## src/rtl/board_mover.sv

```systemverilog
// board_mover: 4x4 board player position, collected-cell tracking and per-move prize output (clk, reset, move_valid/direction/move_ready in; new_place/prize/place_valid/moves_left/collected/game_over out)
module board_mover #(
  parameter logic [3:0]  START_PLACE = 4'd0,
  parameter logic [3:0]  MAX_MOVES   = 4'd15,
  parameter logic [63:0] PRIZE_INIT  = 64'hFEDC_BA98_7654_3210
) (
  input  logic        clk,
  input  logic        reset,
  input  logic        move_valid,
  input  logic [1:0]  direction,
  output logic        move_ready,
  output logic [3:0]  new_place,
  output logic [3:0]  prize,
  output logic        place_valid,
  output logic [3:0]  moves_left,
  output logic [15:0] collected,
  output logic        game_over
);
  typedef enum logic {PLAY, DONE} state_t;
  state_t state, state_n;
  logic [1:0] row, col, trow, tcol;
  logic [3:0] target, pz, left_n;
  logic [15:0] coll_n;
  logic accept;
  assign row = new_place[3:2];
  assign col = new_place[1:0];
  assign move_ready = (state == PLAY) && !reset;
  assign game_over = (state == DONE);
  assign accept = move_valid && move_ready && (moves_left != 4'd0);
  always_comb begin
    trow = direction == 2'b00 ? (row == 2'd0 ? row : row - 2'd1) :
           direction == 2'b10 ? (row == 2'd3 ? row : row + 2'd1) : row;
    tcol = direction == 2'b11 ? (col == 2'd0 ? col : col - 2'd1) :
           direction == 2'b01 ? (col == 2'd3 ? col : col + 2'd1) : col;
    target = {trow, tcol};
    pz = collected[target] ? 4'd0 : PRIZE_INIT[{target, 2'b00} +: 4];
    coll_n = collected | (16'd1 << target);
    left_n = moves_left - 4'd1;
    state_n = accept && (left_n == 4'd0 || coll_n == 16'hFFFF) ? DONE : state;
  end
  always_ff @(posedge clk) begin
    if (reset) begin
      state       <= PLAY;
      new_place   <= START_PLACE;
      prize       <= 4'd0;
      place_valid <= 1'b0;
      moves_left  <= MAX_MOVES;
      collected   <= 16'd1 << START_PLACE;
    end else begin
      state       <= state_n;
      place_valid <= accept;
      if (accept) begin
        new_place  <= target;
        prize      <= pz;
        moves_left <= left_n;
        collected  <= coll_n;
      end
    end
  end
endmodule
```

## config.mk

```make
export PLATFORM = sky130hd
export DESIGN_NAME = board_mover
export DESIGN_NICKNAME = d
export VERILOG_FILES = /design/src/rtl/board_mover.sv
export SDC_FILE = /design/constraint.sdc
export NUM_CORES = 1
export LEC_CHECK = 0
export BUFFER_PORTS_ARGS = -buffer_cell sky130_fd_sc_hd__buf_2
export CAP_MARGIN = 20
export CORE_AREA = 8 8 69 71
export CTS_CLUSTER_DIAMETER = 120
export DETAILED_ROUTE_END_ITERATION = 8
export DIE_AREA = 0 0 77 79
export PLACE_DENSITY = 0.68
export SETUP_SLACK_MARGIN = 0.05
export SLEW_MARGIN = 25
export SYNTH_ARGS = -nofsm -noshare
export SYNTH_HDL_FRONTEND = slang
export SYNTH_SLANG_ARGS = --single-unit
```

## constraint.sdc

```tcl
create_clock -name clk -period 4.2 [get_ports clk]
set_clock_uncertainty 0.05 [all_clocks]
set_input_delay 0.84 -clock clk [delete_from_list [all_inputs] [get_ports clk]]
set_output_delay 0.84 -clock clk [all_outputs]
set_load 0.02 [all_outputs]
```

==> results.json, run 1 <==
{
  "synthDominantCellAreaShare_pct": 34.0,
  "r2r_slack_ns": 1.48,
  "cts_hold_buffers": 0,
  "synth-seq-cells": 30,
  "syn-num-nets": 216,
  "finalCritPeriodShare_pct": 64.7,
  "finalSetupViolations": 0,
  "netlist_instances": 209,
  "num-nets-final": 243,
  "die_w_um": 77,
  "antenna_found_initial": 0,
  "yosys_most_used_dff": "dfxtp_1",
  "synthTopCellsByArea": "dfxtp_1, a21oi_1, o21ai_0",
  "die_h_um": 79,
  "syn_to_final_growth_pct": 12.5,
  "num_rows": 23,
  "avgSynthCellArea_sq_um": 8.45,
  "vias": 1694,
  "post_cts_buffers": 0,
  "cts_buffers": 5,
  "synth_area_leader_cell": "dfxtp_1",
  "yosys.cell_count.top_type": "dfxtp_1",
  "path_buf_inv": 0,
  "io-pin-count": 36,
  "crit_cells": 6,
  "dieArea_sq_mm": 0.00608,
  "reg2reg_to": "prize[2]$_SDFFE_PP0P_",
  "ant_nets": 0,
  "grt_pass1_vias": 1647,
  "path_common_cell": "o22ai_1",
  "cts.sinks": 30,
  "crit_type": "flop to flop",
  "critPathTopFamily": "compound AO/OA/AOI/OAI gates",
  "critPathMaxFanout": 20,
  "antenna_cells": 0,
  "endpoint_kind": "flop",
  "min_period_ns": 2.72,
  "synth-edff-count": 0,
  "regArea_sq_um": 601,
  "postSynth.asyncResetShare_pct": 0,
  "ir_drop_mv": 0.226,
  "grt_first_pass_wirelength_um": 8160,
  "max_freq_mhz": 368,
  "powerDensity_mw_per_mm2": 312,
  "clock_path_buffers": 2,
  "hpwl_um": 3510,
  "cts_root_buf": "clkbuf_8",
  "drive_gt1_share_pct": 21.2,
  "cp.required_ns": 4.32,
  "start_kind": "flop",
  "wl_um": 4760,
  "finalSetupTns_ns": 0,
  "crit_path_max_incr_delay_ns": 0.76,
  "portBuffers": 35,
  "r2r.worst_path.cells": 6,
  "cts-resized-gates": 0,
  "maxCapViolations": 0,
  "power.leakage_nw": 0.847,
  "netlist_top_cells_count": "dfxtp_1, a21oi_1, nor2_1",
  "seq_area_frac_synth_pct": 34.0,
  "stdcell_area_sq_mm": 0.00199,
  "hold_viol": 0,
  "holdCritPathClass": "flop to flop",
  "wire_per_inst_um": 16.7,
  "core_sq_mm": 0.00380,
  "cp_cell_sequence": "xor2_1, o22ai_1, a21o_1, o22ai_1, mux2_2, a32o_1",
  "grt_max_degree": 25,
  "multi_input_comb_area_sq_mm": 0.00104,
  "drc": 0,
  "slew_viol_final": 0,
  "yosys.cell_types.count": 56,
  "start_util_pct": 46.5,
  "arrival_ns": 2.84,
  "slew_headroom_pct": 39.8,
  "endpoint": "prize[2]$_SDFFE_PP0P_",
  "rsz0062_at_grt": "false",
  "worstReg2RegStart": "new_place[1]$_SDFFE_PP0P_",
  "status": "complete, no violations",
  "firstDrtPassIters": 4,
  "grt_overflow_total": 0,
  "fillers": 398,
  "routabilityCongestion": 0.873,
  "cts_tree": "yes",
  "ys_warn_count": 0,
  "drt_iter0_markers": 131,
  "tightest_slew_ns": 0.903,
  "placed_cell_area_sq_mm": 0.00191,
  "vias_per_cell": 5.92,
  "grtUsageTotal_pct": 16.3,
  "clk_latency_ns": 0.28,
  "cp_slowest_cell": "dfxtp_1",
  "syn-cell-area_sq_mm": 0.00177,
  "h-tree-depth": 2,
  "startpoint": "new_place[1]$_SDFFE_PP0P_",
  "clk_pin_slew_worst_paths_ns": 0.06
}
-- worst min-delay path by stage --
stage,from,end,slack [ns],cells past startpoint
after floorplan,prize[3]$_SDFFE_PP0P_,prize[3]$_SDFFE_PP0P_,0.48,2
after global placement,prize[0]$_SDFFE_PP0P_,prize[0]$_SDFFE_PP0P_,0.42,1
after detailed placement,prize[1]$_SDFFE_PP0P_,prize[1]$_SDFFE_PP0P_,0.42,1
after CTS,prize[3]$_SDFFE_PP0P_,prize[3]$_SDFFE_PP0P_,0.43,2
after global routing,prize[1]$_SDFFE_PP0P_,prize[1]$_SDFFE_PP0P_,0.46,1
final,prize[3]$_SDFFE_PP0P_,prize[3]$_SDFFE_PP0P_,0.43,2
-- power breakdown --
part	leakage (nW)	switching (mW)	total, mW	internal [mW]
combinational	0.565	0.0650	0.101	0.0360
sequential	0.243	0.0146	0.308	0.293
clock	0.0383	0.0972	0.211	0.114
total	0.847	0.177	0.620	0.443
-- logic make-up (layout without fill, tap and decap cells) --
kind of cell	count (synthesis)	count (layout)	synth area share (%)
buf+inv	24	51	7.29
xor+xnor	3	3	1.49
compound gates	78	78	32.2
mux	3	3	1.84
fa+ha+maj	2	2	1.42
simple gates	69	69	21.8
flops	30	30	34.0
-- area by class of cell --
cell class | count | area share [%]
repair buffers | 35 | 8.82
multi-input cells | 155 | 52.2
well taps | 50 | 3.15
inverters | 9 | 1.76
clock buffers | 7 | 3.84
flip-flops and latches | 30 | 30.2
-- placed cells by master, fill, tap and decap left out, drive strengths merged, types with 3 or more instances in the layout --
master   n
a22o     7
o21ai   13
nand2b   5
nand3    4
nand2   10
and3     4
a32oi    4
a21oi   23
dfxtp   30
a32o     5
a21o     6
buf     35
clkbuf   7
nor2    16
nor4     3
and2     3
nor3     9
inv      7
nand3b   4
-- tightest hold or removal path, stage by stage, from the launching register on --
cell and delay, ns:
dfxtp_1 0.31, nand2_1 0.05, o21ai_0 0.07
-- layer usage --
| layer | routed length, um | global-route usage, % | up-vias |
|---|---|---|---|
| met5 | 0 | 0 | - |
| met4 | 125 | 7.74 | 0 |
| met3 | 300 | 4.40 | 13 |
| met2 | 2180 | 25.5 | 67 |
| met1 | 2160 | 20.3 | 779 |
| li1 | - | - | 835 |
-- state kept, by name, indices dropped and copies added (netlist names) --
| register | flops |
|---|---|
| collected | 16 |
| moves_left | 4 |
| new_place | 4 |
| prize | 4 |
| game_over | 1 |
| place_valid | 1 |
-- stage by stage --
| step | total power, mW | hold slack [ns] | utilization [%] | worst slack, ns | std cells |
|---|---|---|---|---|---|
| after floorplan | 0.391 | 0.483 | - | 1.76 | 209 |
| after global placement | 0.414 | 0.419 | 50.3 | 1.31 | 279 |
| after detailed placement | 0.414 | 0.419 | 50.3 | 1.25 | 279 |
| after CTS | 0.625 | 0.434 | 52.3 | 1.53 | 286 |
| after global routing | 0.650 | 0.459 | 52.3 | 1.27 | 286 |
| final | 0.620 | 0.434 | 52.3 | 1.48 | 286 |
(Power assumes the default switching activity.)
==> run 2, diff against run 1 <==
--- a/config.mk
+++ b/config.mk
@@ -7,10 +7,10 @@
 export LEC_CHECK = 0
 export BUFFER_PORTS_ARGS = -buffer_cell sky130_fd_sc_hd__buf_2
 export CAP_MARGIN = 20
-export CORE_AREA = 8 8 69 71
+export CORE_AREA = 8 8 70 72
 export CTS_CLUSTER_DIAMETER = 120
 export DETAILED_ROUTE_END_ITERATION = 8
-export DIE_AREA = 0 0 77 79
+export DIE_AREA = 0 0 78 80
 export PLACE_DENSITY = 0.68
 export SETUP_SLACK_MARGIN = 0.05
 export SLEW_MARGIN = 25
==> constraint.sdc (replaced) <==
create_clock -name clk -period 2.2 [get_ports clk]
set_clock_uncertainty 0.05 [all_clocks]
set_input_delay 0.44 -clock clk [delete_from_list [all_inputs] [get_ports clk]]
set_output_delay 0.44 -clock clk [all_outputs]
set_load 0.02 [all_outputs]
==> run 2 against run 1 <==
  * Largest cell class unchanged
  * Via count increased by 5.1%
  * Register-to-register slack got worse by 1.3 ns
  * Clock power is 120% higher
  * Utilization is 3.9 points higher
  * Non-clock buffer count increased by 18
  * Critical path depth increased by 1
  * Fmax is 33% higher
  * Sequential power up 89%
  * Critical path type unchanged
  * Worst setup slack lost 1.3 ns
==> results.json, run 2 (synthesized netlist as in run 1, its figures left out) <==
{
  "powerDensity_mw_per_mm2": 587,
  "vias_per_cell": 5.84,
  "cp_cell_sequence": "inv_1, ha_1, nor3b_1, or4b_4, nor3_1, a21oi_1, nor2_1",
  "fillers": 373,
  "grt_overflow_total": 0,
  "crit_cells": 7,
  "cts.sinks": 30,
  "grt_pass1_vias": 1648,
  "cp.required_ns": 2.37,
  "cts_tree": "yes",
  "clk_pin_slew_worst_paths_ns": 0.06,
  "vias": 1781,
  "io-pin-count": 36,
  "cts_root_buf": "clkbuf_8",
  "slew_viol_final": 0,
  "cts_buffers": 5,
  "max_freq_mhz": 489,
  "hold_viol": 0,
  "critPathTopFamily": "simple AND/OR/NAND/NOR gates",
  "slew_headroom_pct": 65.2,
  "drt_iter0_markers": 189,
  "clock_path_buffers": 2,
  "largest_reg_flops": 16,
  "num_rows": 23,
  "final_common_cell": "buf_2",
  "die_w_um": 78,
  "path_buf_inv": 1,
  "h-tree-depth": 2,
  "arrival_ns": 2.22,
  "start_kind": "flop",
  "endpoint": "collected[5]$_SDFFE_PP0P_",
  "hold_ws_ns": 0.423,
  "wire_per_inst_um": 16.2,
  "placed_cell_area_sq_mm": 0.00206,
  "core_sq_mm": 0.00386,
  "start_util_pct": 45.8,
  "status": "complete, no violations",
  "finalSetupTns_ns": 0,
  "holdCritPathClass": "flop to flop",
  "stdcell_area_sq_mm": 0.00217,
  "firstDrtPassIters": 4,
  "drive_gt1_share_pct": 30.6,
  "clk_latency_ns": 0.28,
  "r2r.worst_path.cells": 7,
  "wl_um": 4940,
  "top_register": "collected",
  "portBuffers": 35,
  "finalCritPeriodShare_pct": 92.9,
  "worstReg2RegStart": "moves_left[1]$_SDFFE_PP1P_",
  "drc": 0,
  "routabilityCongestion": 0.900,
  "endpoint_kind": "flop",
  "r2r_slack_ns": 0.16,
  "power.leakage_nw": 0.954,
  "final_cell_mix": "buf_2, dfxtp_1, a21oi_1, buf_4, nor2_1",
  "final_util_pct": 56.2,
  "die_h_um": 80,
  "min_period_ns": 2.04,
  "startpoint": "moves_left[1]$_SDFFE_PP1P_",
  "finalSetupViolations": 0,
  "cp_slowest_cell": "or4b_4",
  "num-nets-final": 261,
  "antenna_cells": 0,
  "grt_max_degree": 21,
  "cts_hold_buffers": 0,
  "maxCapViolations": 0,
  "dieArea_sq_mm": 0.00624,
  "grt_first_pass_wirelength_um": 8310,
  "ant_nets": 0,
  "crit_type": "flop to flop",
  "crit_path_max_incr_delay_ns": 0.51,
  "ir_drop_mv": 0.407,
  "grtUsageTotal_pct": 16.3,
  "rsz0062_at_grt": "false",
  "hpwl_um": 3730,
  "syn_to_final_growth_pct": 22.6,
  "tightest_slew_ns": 0.518,
  "reg2reg_to": "collected[5]$_SDFFE_PP0P_",
  "critPathMaxFanout": 4,
  "antenna_found_initial": 0
}
[run 2: metrics by stage]
stage	setup slack [ns]	total power, mW	instances
final	0.156	1.27	305
after global routing	0.0733	1.32	305
after CTS	0.113	1.27	305
after detailed placement	-0.00207	0.823	297
after global placement	0.00112	0.822	297
after floorplan	0.0784	0.748	209
[run 2: layer usage]
| metal | part of all wire (%) | track usage (%) | wire (um) | vias to the layer above |
|---|---|---|---|---|
| met5 | 0 | 0 | 0 | - |
| met4 | 1.7 | 6.67 | 85 | 0 |
| met2 | 45 | 25.8 | 2220 | 69 |
| li1 | - | - | - | 882 |
| met1 | 46 | 20.1 | 2270 | 820 |
| met3 | 7.5 | 4.84 | 369 | 10 |
[run 2: timing repair]
action | 4_1_cts | 5_1_grt
resized for setup | 0 | 6
buffers inserted | 0 | 0
setup endpoints to repair | 0 | 10
[run 2: final cells by class]
cell class	count	area [sq um]	share of cell area [%]
Multi-Input combinational cell	155	1050	48.4
Sequential cell	30	607	28.0
Timing Repair Buffer	53	323	14.9
Clock buffer	7	86.3	3.99
Tap cell	50	62.6	2.89
Inverter	9	35.0	1.62
Clock inverter	1	5.00	0.231
[run 2: worst register-to-register path, stage by stage, from the launching register on]
cell,delay (ns)
dfxtp_2,0.34
inv_1,0.06
ha_1,0.21
nor3b_1,0.15
or4b_4,0.51
nor3_1,0.43
a21oi_1,0.14
nor2_1,0.09
[run 2: power breakdown]
part | switching (mW) | internal, mW
Combinational | 0.139 | 0.0948
Sequential | 0.0197 | 0.561
Clock | 0.204 | 0.252
Total | 0.363 | 0.908
[run 2: worst min path at each step]
| stage | startpoint | endpoint | slack (ns) | cells after the start |
|---|---|---|---|---|
| final | prize[3]$_SDFFE_PP0P_ | prize[3]$_SDFFE_PP0P_ | 0.42 | 2 |
| after global routing | prize[3]$_SDFFE_PP0P_ | prize[3]$_SDFFE_PP0P_ | 0.46 | 2 |
| after CTS | prize[3]$_SDFFE_PP0P_ | prize[3]$_SDFFE_PP0P_ | 0.43 | 2 |
| after detailed placement | prize[0]$_SDFFE_PP0P_ | prize[0]$_SDFFE_PP0P_ | 0.42 | 1 |
| after global placement | prize[3]$_SDFFE_PP0P_ | prize[3]$_SDFFE_PP0P_ | 0.41 | 2 |
| after floorplan | moves_left[0]$_SDFFE_PP1P_ | moves_left[0]$_SDFFE_PP1P_ | 0.46 | 1 |
==> run 3, diff against run 2 <==
--- a/config.mk
+++ b/config.mk
@@ -7,10 +7,10 @@
 export LEC_CHECK = 0
 export BUFFER_PORTS_ARGS = -buffer_cell sky130_fd_sc_hd__buf_2
 export CAP_MARGIN = 20
-export CORE_AREA = 8 8 70 72
+export CORE_AREA = 3 3 65 67
 export CTS_CLUSTER_DIAMETER = 120
 export DETAILED_ROUTE_END_ITERATION = 8
-export DIE_AREA = 0 0 78 80
+export DIE_AREA = 0 0 68 70
 export PLACE_DENSITY = 0.68
 export SETUP_SLACK_MARGIN = 0.05
 export SLEW_MARGIN = 25
==> run 3 against run 2 <==
  * Worst setup slack worse by 0.0034 ns
  * Die area is 24% lower
  * Clock power is 16% higher
  * Power is 5.7% higher
  * Via count is 2.4% higher
  * Wire length is 2.4% lower
  * Register-to-register slack hardly changed
  * Critical path depth stayed put
  * Flip-flop and latch count stayed put
  * Utilization is 3.5 points higher
  * Highest routed layer unchanged
==> results.json, run 3 (synthesized netlist as in run 1, its figures left out) <==
{
  "status": "complete, no violations",
  "power.leakage_nw": 0.968,
  "drt_iter0_markers": 195,
  "dp_slack_ns": 0.0494,
  "dr_wl_met3_um": 406,
  "hold_viol": 0,
  "cp_cell_sequence": "inv_1, ha_1, nor3b_1, or4b_4, buf_4, nor3_1, a22o_1",
  "routabilityCongestion": 0.981,
  "clk_latency_ns": 0.28,
  "grtUsageTotal_pct": 21.8,
  "clock_path_buffers": 2,
  "critPathMaxFanout": 5,
  "ant_nets": 0,
  "syn_to_final_growth_pct": 24.6,
  "fin_ws_ns": 0.153,
  "die_h_um": 70,
  "cts_buffers": 5,
  "antenna_cells": 0,
  "crit_path_max_incr_delay_ns": 0.53,
  "final_cell_mix": "buf_2, dfxtp_1, a21oi_1, buf_4, nor2_1",
  "slew_viol_final": 0,
  "finalSetupViolations": 0,
  "grt_first_pass_wirelength_um": 8220,
  "num-nets-final": 263,
  "dp_cells": 297,
  "max_freq_mhz": 488,
  "firstDrtPassIters": 5,
  "top_register": "collected",
  "hpwl_um": 3490,
  "finalCritPeriodShare_pct": 93.1,
  "crit_type": "flop to flop",
  "wire_per_inst_um": 15.8,
  "maxCapViolations": 0,
  "hold_ws_ns": 0.427,
  "stdcell_count": 305,
  "switching_share_pct": 25.9,
  "vias_per_cell": 5.98,
  "tightest_slew_ns": 0.344,
  "top_layer": "met4",
  "cts_root_buf": "clkbuf_8",
  "placed_cell_area_sq_mm": 0.00207,
  "min_period_ns": 2.05,
  "p_int_mw": 0.996,
  "ir_drop_mv": 0.450,
  "cts.sinks": 30,
  "io-pin-count": 36,
  "holdCritPathClass": "flop to flop",
  "drive_gt1_share_pct": 30.7,
  "pwr-share-clk_pct": 39.2,
  "finalSetupTns_ns": 0,
  "start_kind": "flop",
  "arrival_ns": 2.22,
  "drc": 0,
  "p_sw_mw": 0.348,
  "grt_max_degree": 20,
  "antenna_found_initial": 0,
  "core_sq_mm": 0.00369,
  "seqPwrFrac_pct": 43.1,
  "final_common_cell": "buf_2",
  "die_w_um": 68,
  "vias": 1823,
  "cp.required_ns": 2.37,
  "cts_hold_buffers": 0,
  "h-tree-depth": 2,
  "num_rows": 22,
  "met2_length_um": 2240,
  "combPwrFrac_pct": 17.7,
  "endpoint_kind": "flop",
  "dieArea_sq_mm": 0.00476,
  "wl_met1_um": 2080,
  "portBuffers": 35,
  "stdcell_area_sq_mm": 0.00220,
  "largest_reg_flops": 16,
  "wl_um": 4820,
  "grt_pass1_vias": 1748,
  "start_util_pct": 47.9,
  "slew_headroom_pct": 77.0,
  "rsz0062_at_grt": "false",
  "cp_slowest_cell": "or4b_4",
  "powerDensity_mw_per_mm2": 610,
  "grt_overflow_total": 0,
  "clk_pin_slew_worst_paths_ns": 0.06,
  "cts_tree": "yes"
}
==> run 3: final timing paths <==
kind | cells past startpoint | to | from | slack [ns]
hold / removal | 2 | prize[3]$_SDFFE_PP0P_ | prize[3]$_SDFFE_PP0P_ | 0.43
setup reg to reg | 7 | prize[1]$_SDFFE_PP0P_ | moves_left[1]$_SDFFE_PP1P_ | 0.15
setup / recovery | 7 | prize[1]$_SDFFE_PP0P_ | moves_left[1]$_SDFFE_PP1P_ | 0.15
hold reg to reg | 2 | prize[3]$_SDFFE_PP0P_ | prize[3]$_SDFFE_PP0P_ | 0.43
==> run 3: routing by layer <==
metal / GRT usage [%] / vias to the layer above
li1: - / 876
met1: 30.7 / 842
met2: 32.8 / 93
met3: 4.50 / 12
met4: 6.62 / 0
met5: 0 / -
==> run 3: cell type report <==
type / instances / area, sq um
fillers: 362 / 1490
multi-input cells: 155 / 1060
flip-flops and latches: 30 / 604
repair buffers: 55 / 338
clock buffers: 7 / 76.3
well taps: 48 / 60.1
inverters: 9 / 35.0
clock inverters: 1 / 30.0
==> run 3: through the flow <==
step	power, mW	utilization [%]
global placement	0.821	56.2
floorplan	0.748	-
global route	1.40	59.7
finish	1.34	59.7
detailed placement	0.824	56.2
CTS	1.35	59.1
==> run 3: worst max-delay path, delay by kind of cell, from the launching register on <==
kind / cells / cell delay [ns]
buffers and inverters: 2 / 0.24
AOI/OAI and AO/OA: 1 / 0.18
DFF: 1 / 0.34
adders and majority gates: 1 / 0.19
and+or+nand+nor: 3 / 1.00
==> run 3: timing repair <==
action / CTS / global route
buffers inserted: 0 / 0
setup endpoints to repair: 0 / 12
gates resized for setup: 0 / 6
==> run 3: power groups by stage <==
stage | Clock, mW | Combinational (mW) | Sequential [mW]
detailed placement | 0 | 0.233 | 0.591
CTS | 0.538 | 0.234 | 0.579
global placement | 0 | 0.231 | 0.591
floorplan | 0 | 0.140 | 0.607
global route | 0.558 | 0.261 | 0.582
finish | 0.527 | 0.238 | 0.579
